==> src/rtl/spi_wb_pkg.sv <==
// spi_wb_pkg: shared frame constants and FSM state encoding for the SPI-to-Wishbone master and bridge receiver
package spi_wb_pkg;
  localparam logic [7:0] CMD_WRITE = 8'h01;
  localparam logic [7:0] CMD_READ = 8'h02;
  localparam int FRAME_BYTES = 4;
  localparam int FRAME_BITS = FRAME_BYTES * 8;
  typedef enum logic [2:0] {
    ST_IDLE,
    ST_SETUP,
    ST_SHIFT_LO,
    ST_SHIFT_HI,
    ST_HOLD,
    ST_GAP
  } spi_state_e;
endpackage

==> src/rtl/spi_phase_timer.sv <==
// spi_phase_timer: loadable down-counter whose terminal count marks the last cycle of a phase
// Ports: clk, rst_n (async active-low), load_i loads val_i, tc_o high while the count is zero.
module spi_phase_timer #(
  parameter int W = 4
) (
  input  logic         clk,
  input  logic         rst_n,
  input  logic         load_i,
  input  logic [W-1:0] val_i,
  output logic         tc_o
);
  logic [W-1:0] cnt_q, cnt_d;
  always_comb cnt_d = load_i ? val_i : (cnt_q != '0 ? cnt_q - 1'b1 : cnt_q);
  always_ff @(posedge clk or negedge rst_n) begin
    if (!rst_n) cnt_q <= '0;
    else cnt_q <= cnt_d;
  end
  assign tc_o = (cnt_q == '0);
endmodule

==> src/rtl/spi_wb_frame_master.sv <==
// spi_wb_frame_master: SPI mode-0 master sending the 4-byte CMD/ADDR_HI/ADDR_LO/DATA frame
// Ports: clk, rst_n (async active-low); req_valid/req_ready with req_cmd, req_addr, req_data;
// busy, done pulse, rd_data readback; spi_sclk, spi_mosi, spi_miso, spi_cs_n.
// Optional feature macro: SPI_FRAME_READBACK_EN captures the MISO byte shifted during DATA into rd_data.
module spi_wb_frame_master
  import spi_wb_pkg::*;
#(
  parameter int CLK_DIV  = 4,
  parameter int CS_SETUP = 4,
  parameter int CS_HOLD  = 4,
  parameter int CS_IDLE  = 8
) (
  input  logic        clk,
  input  logic        rst_n,
  input  logic        req_valid,
  output logic        req_ready,
  input  logic [7:0]  req_cmd,
  input  logic [15:0] req_addr,
  input  logic [7:0]  req_data,
  output logic        busy,
  output logic        done,
  output logic [7:0]  rd_data,
  output logic        spi_sclk,
  output logic        spi_mosi,
  input  logic        spi_miso,
  output logic        spi_cs_n
);
  localparam int M1 = CLK_DIV > CS_SETUP ? CLK_DIV : CS_SETUP;
  localparam int M2 = CS_HOLD > CS_IDLE ? CS_HOLD : CS_IDLE;
  localparam int MAXP = M1 > M2 ? M1 : M2;
  localparam int CW = $clog2(MAXP + 1);
  localparam logic [CW-1:0] SETUP_LD = CW'(CS_SETUP - 1);
  localparam logic [CW-1:0] DIV_LD = CW'(CLK_DIV - 1);
  localparam logic [CW-1:0] HOLD_LD = CW'(CS_HOLD - 1);
  localparam logic [CW-1:0] IDLE_LD = CW'(CS_IDLE - 1);

  if (CLK_DIV < 2 || CS_SETUP < 1 || CS_HOLD < 1 || CS_IDLE < 1) begin : g_bad_param
    $error("spi_wb_frame_master: CLK_DIV must be >= 2 and CS_SETUP/CS_HOLD/CS_IDLE >= 1");
  end

  spi_state_e    state_q, state_d;
  logic [31:0]   sr_q, sr_d;
  logic [4:0]    bit_q, bit_d;
  logic          done_q, done_d;
  logic          ld, tc, shift, accept, last;
  logic [CW-1:0] ld_val;

  // Each phase loads N-1 on entry and leaves on terminal count, so it lasts exactly N cycles.
  spi_phase_timer #(.W(CW)) u_timer (
    .clk(clk),
    .rst_n(rst_n),
    .load_i(ld),
    .val_i(ld_val),
    .tc_o(tc)
  );

  assign accept = (state_q == ST_IDLE) && req_valid;
  assign last = (bit_q == 5'(FRAME_BITS - 1));

  always_comb begin
    state_d = state_q;
    ld = 1'b0;
    ld_val = '0;
    shift = 1'b0;
    case (state_q)
      ST_IDLE: if (req_valid) begin
        state_d = ST_SETUP;
        ld = 1'b1;
        ld_val = SETUP_LD;
      end
      ST_SETUP: if (tc) begin
        state_d = ST_SHIFT_LO;
        ld = 1'b1;
        ld_val = DIV_LD;
      end
      ST_SHIFT_LO: if (tc) begin
        state_d = ST_SHIFT_HI;
        ld = 1'b1;
        ld_val = DIV_LD;
      end
      ST_SHIFT_HI: if (tc) begin
        shift = 1'b1;
        state_d = last ? ST_HOLD : ST_SHIFT_LO;
        ld = 1'b1;
        ld_val = last ? HOLD_LD : DIV_LD;
      end
      ST_HOLD: if (tc) begin
        state_d = ST_GAP;
        ld = 1'b1;
        ld_val = IDLE_LD;
      end
      ST_GAP: if (tc) state_d = ST_IDLE;
      default: state_d = ST_IDLE;
    endcase
  end

  always_comb begin
    sr_d = accept ? {req_cmd, req_addr, req_data} : (shift ? {sr_q[30:0], 1'b0} : sr_q);
    bit_d = accept ? '0 : (shift ? bit_q + 1'b1 : bit_q);
    done_d = (state_q == ST_HOLD) && tc;
  end

  always_ff @(posedge clk or negedge rst_n) begin
    if (!rst_n) begin
      state_q <= ST_IDLE;
      sr_q <= '0;
      bit_q <= '0;
      done_q <= 1'b0;
    end else begin
      state_q <= state_d;
      sr_q <= sr_d;
      bit_q <= bit_d;
      done_q <= done_d;
    end
  end

`ifdef SPI_FRAME_READBACK_EN
  logic [7:0] rx_q, rx_d, rd_q, rd_d;
  // MISO is taken on the edge that raises sclk; after 32 bits rx_q holds the DATA-byte samples.
  always_comb begin
    rx_d = ((state_q == ST_SHIFT_LO) && tc) ? {rx_q[6:0], spi_miso} : rx_q;
    rd_d = done_d ? rx_q : rd_q;
  end
  always_ff @(posedge clk or negedge rst_n) begin
    if (!rst_n) begin
      rx_q <= '0;
      rd_q <= '0;
    end else begin
      rx_q <= rx_d;
      rd_q <= rd_d;
    end
  end
  assign rd_data = rd_q;
`else
  logic unused_miso;
  assign unused_miso = spi_miso;
  assign rd_data = '0;
`endif

  assign req_ready = (state_q == ST_IDLE);
  assign busy = !req_ready;
  assign spi_cs_n = (state_q == ST_IDLE) || (state_q == ST_GAP);
  assign spi_sclk = (state_q == ST_SHIFT_HI);
  assign spi_mosi = !spi_cs_n && sr_q[31];
  assign done = done_q;
endmodule
==> config.mk <==
export PLATFORM = sky130hd
export DESIGN_NAME = spi_wb_frame_master
export DESIGN_NICKNAME = d
export VERILOG_FILES = /design/src/rtl/spi_wb_pkg.sv /design/src/rtl/spi_phase_timer.sv /design/src/rtl/spi_wb_frame_master.sv
export SDC_FILE = /design/constraint.sdc
export NUM_CORES = 1
export LEC_CHECK = 0
export ABC_CLOCK_PERIOD_IN_PS = 5500
export CAP_MARGIN = 25
export CELL_PAD_IN_SITES_DETAIL_PLACEMENT = 1
export CELL_PAD_IN_SITES_GLOBAL_PLACEMENT = 2
export CORE_MARGIN = 1
export CORE_UTILIZATION = 33
export DETAILED_ROUTE_END_ITERATION = 10
export PLACE_DENSITY = 0.94
export SLEW_MARGIN = 20
export SYNTH_ARGS = -nofsm -noshare
export SYNTH_HDL_FRONTEND = slang
export SYNTH_SLANG_ARGS = --single-unit
==> constraint.sdc <==
create_clock -name clk -period 5.5 [get_ports clk]
set_clock_uncertainty 0.2 [all_clocks]
set_input_delay 0.825 -clock clk [delete_from_list [all_inputs] [get_ports clk]]
set_output_delay 0.825 -clock clk [all_outputs]
set_load 0.01 [all_outputs]
==> run_results.csv <==
group,metric,value,unit
route,drt-vias-per-instance,5.29,
clock_tree,cts_inserted_buffers,5,
yosys,ys.flop_type,"sky130_fd_sc_hd__dfrtp_1",
yosys,register_bit_total_from_synthesis,45,
setup_path,regToRegStartpoint,"state_q[2]",
power_and_ir_drop,vdd_drop_max,126,uV
setup_path,reg2reg_slack,2.86,ns
setup_path,worst_setup_path_start_kind,"flop",
layout,final_non_filler_cell_area,2780,sq um
hold_path,whs_path_depth,1,
placement,placed_cell_area,2630,sq um
setup_path,worst_ep_arrival_time,2.47,ns
yosys,syn-cell-area,2230,sq um
clock_tree,cts_sinks,45,
yosys,yosysSeqAreaShare,50.5,%
placement,post_detailed_placement_half_perimeter_wirelength,3440,microns
layout,area_growth_syn_to_layout,24.7,%
sta,achievable-frequency,286,MHz
route,drt_first_iter_violations,156,
layout,finished_core_util,43.3,%
sta,rsz_0062_raised_after_global_routing,"false",
power_and_ir_drop,total_leakage_power,1.23,nW
setup_path,crit_type,"flop to output pin",
yosys,ys_top_cells_by_area,"sky130_fd_sc_hd__dfrtp_1, sky130_fd_sc_hd__a221oi_1, sky130_fd_sc_hd__nor2_1, sky130_fd_sc_hd__inv_1, sky130_fd_sc_hd__a221o_1",
clock_tree,clock_tree.buffer_depth,2,
yosys,post-synth-top-count-cell,"sky130_fd_sc_hd__dfrtp_1",
clock_tree,cts.repair.resized,0,
power_and_ir_drop,power_density,481,nW/um^2
floorplan,die_area,7090,sq um
clock_tree,insertion_delay,0.31,ns
setup_path,regToRegEndpoint,"sr_q[10]",
hold_path,worst_hold_path_type,"flop to flop",
yosys,synth_largest_area_cell,"sky130_fd_sc_hd__dfrtp_1",
clock_tree,post_cts_hold_buffer_count,0,
run_status,status,"finished, violations left",
yosys,synth_top_cells_by_count,"sky130_fd_sc_hd__dfrtp_1, sky130_fd_sc_hd__nor2_1, sky130_fd_sc_hd__inv_1, sky130_fd_sc_hd__a221oi_1, sky130_fd_sc_hd__buf_2",
clock_tree,clk_pin_slew_worst_paths,0.08,ns
global_routing,first_global_vias,1835,
yosys,ys_warnings,0,
floorplan,die_w,84.2,microns
route,drc_errors,8,
setup_path,timing.critical_path.required,4.47,ns
sta,count_of_endpoints_failing_setup_in_the_final_report,0,
floorplan,rows,29,
sta,timing.slew.headroom,55.4,%
floorplan,fp.dieH,84.2,microns
global_routing,grt_antenna_before_repair,0,
sta,post-route-period-util,63.5,%
setup_path,worstSetupEndpointType,"output pin",
run_status,violations,"design-rule violations",
global_routing,grt_remaining_overflow,0,
hold_path,min_to,"sr_q[21]",
yosys,synth_cell_type_count,45,
hold_path,min_from,"sr_q[21]",
yosys,syn-instance-count,224,
setup_path,rr_worst_depth,4,
yosys,yosysTopAreaCellShare,50.5,%
floorplan,core_box_area,6420,sq um
layout,layout-drive-gt1-share,7.34,%
sta,setup-tns-final,0,ns
sta,timing.final.max_slew_violations,0,
floorplan,starting_utilization_of_the_core_area,34.7,%
route,via_count,1778,
sta,final_period_minus_worst_setup_slack,3.49,ns
route,detail_route.wl_per_cell,15.5,microns
yosys,async_flop_share,100,%
yosys,syn_area_per_cell,9.96,sq um
layout,diodes,0,
clock_tree,postCtsSetupRepairBufs,0,
job,drv.max_cap_violation_count,0,
placement,globalplace.congestion,0.715,
yosys,synth-edff-count,0,
layout,multiInputGateArea,923,sq um
global_routing,grt_first_pass_wirelength,8870,microns
route,postRouteWirelength,5200,microns
sta,timing_worst_slew_pin_value,0.667,ns
global_routing,grt_max_degree,46,
layout,fillcell_total,727,
layout,ff_latch_area,1130,sq um
clock_tree,htree_levels,2,
setup_path,crit_fanout,16,
floorplan,i_o_pins,50,
sta,report.final.hold_viol_count,0,
placement,io_buffer_count,40,
layout,design.final.nets,297,
global_routing,grt.total_usage,16.0,%
clock_tree,tritoncts_clock_tree,"done",
route,detailedRoute.firstPassIterationCount,7,
clock_tree,cts_root_buffer,"sky130_fd_sc_hd__clkbuf_8",
route,remaining_antenna_violation_count,0,
-- worst max-delay path by stage --
stage,start,to,cells past startpoint
2_1_floorplan,state_q[2],busy,4
4_1_cts,state_q[2],spi_sclk,3
6_report,state_q[2],spi_sclk,3
3_5_place_dp,req_valid,sr_q[22],4
3_3_place_gp,req_valid,sr_q[23],4
5_1_grt,state_q[2],spi_sclk,3
-- layout by cell type, fill, tap and decap left out, types with 7 or more instances in the layout --
cell                              instances
sky130_fd_sc_hd__dfrtp_1                 45
sky130_fd_sc_hd__clkdlybuf4s50_1         39
sky130_fd_sc_hd__nor2_1                  24
sky130_fd_sc_hd__inv_1                   21
sky130_fd_sc_hd__a221oi_1                17
sky130_fd_sc_hd__o21ai_0                  8
sky130_fd_sc_hd__nand2_1                  8
sky130_fd_sc_hd__conb_1                   8
sky130_fd_sc_hd__a221o_1                  7
sky130_fd_sc_hd__a21oi_1                  7
-- critical path, cell delays in order, from the launching register on --
cell and delay, ns:
sky130_fd_sc_hd__dfrtp_1 0.58, sky130_fd_sc_hd__nand3b_1 0.62, sky130_fd_sc_hd__inv_2 0.37, sky130_fd_sc_hd__clkdlybuf4s50_1 0.59
-- sequential cells by signal, indices dropped and copies added, names as in the netlist --
register and cells:
sr_q 32, bit_q 5, u_timer.cnt_q 4, state_q 3, done 1
-- final cells by class --
type                    instances  share of cell area, %
clock buffers                   6                   2.61
clock inverters                 2                   1.39
well taps                      77                   3.46
flip-flops and latches         45                   40.5
repair buffers                 44                   15.9
inverters                      22                   2.97
multi-input cells             140                   33.2
-- layer usage --
metal,GRT usage (%),up-vias,share of wire (%)
li1,-,851,-
met1,21.0,883,47
met2,25.2,40,47
met3,4.13,4,4.5
met4,6.74,0,1.8
met5,0,-,0
-- power by group --
group	total, mW	internal (mW)	switching [mW]	leakage (nW)
clock network	0.250	0.136	0.114	0.0554
logic	0.542	0.241	0.302	0.658
registers	0.545	0.465	0.0797	0.520
-- cell families after synthesis --
logic type      Yosys count  synth area share, %
compound gates           60                 20.7
simple gates             63                 14.7
buf+inv                  46                 9.65
other cells               1                0.168
flops                    45                 50.5
fa+ha+maj                 3                 1.68
xor+xnor                  2                0.785
mux                       4                 1.85
-- stage by stage --
step                cells  worst slack (ns)  hold slack [ns]  power, mW
floorplan             231              3.29            0.258      0.922
global placement      326              2.32            0.274       1.04
detailed placement    326              2.28            0.289       1.08
CTS                   334              2.05            0.308       1.33
global route          336              1.86            0.332       1.43
finish                336              2.01            0.302       1.34
Note: power is estimated with default switching activity, not from simulation.
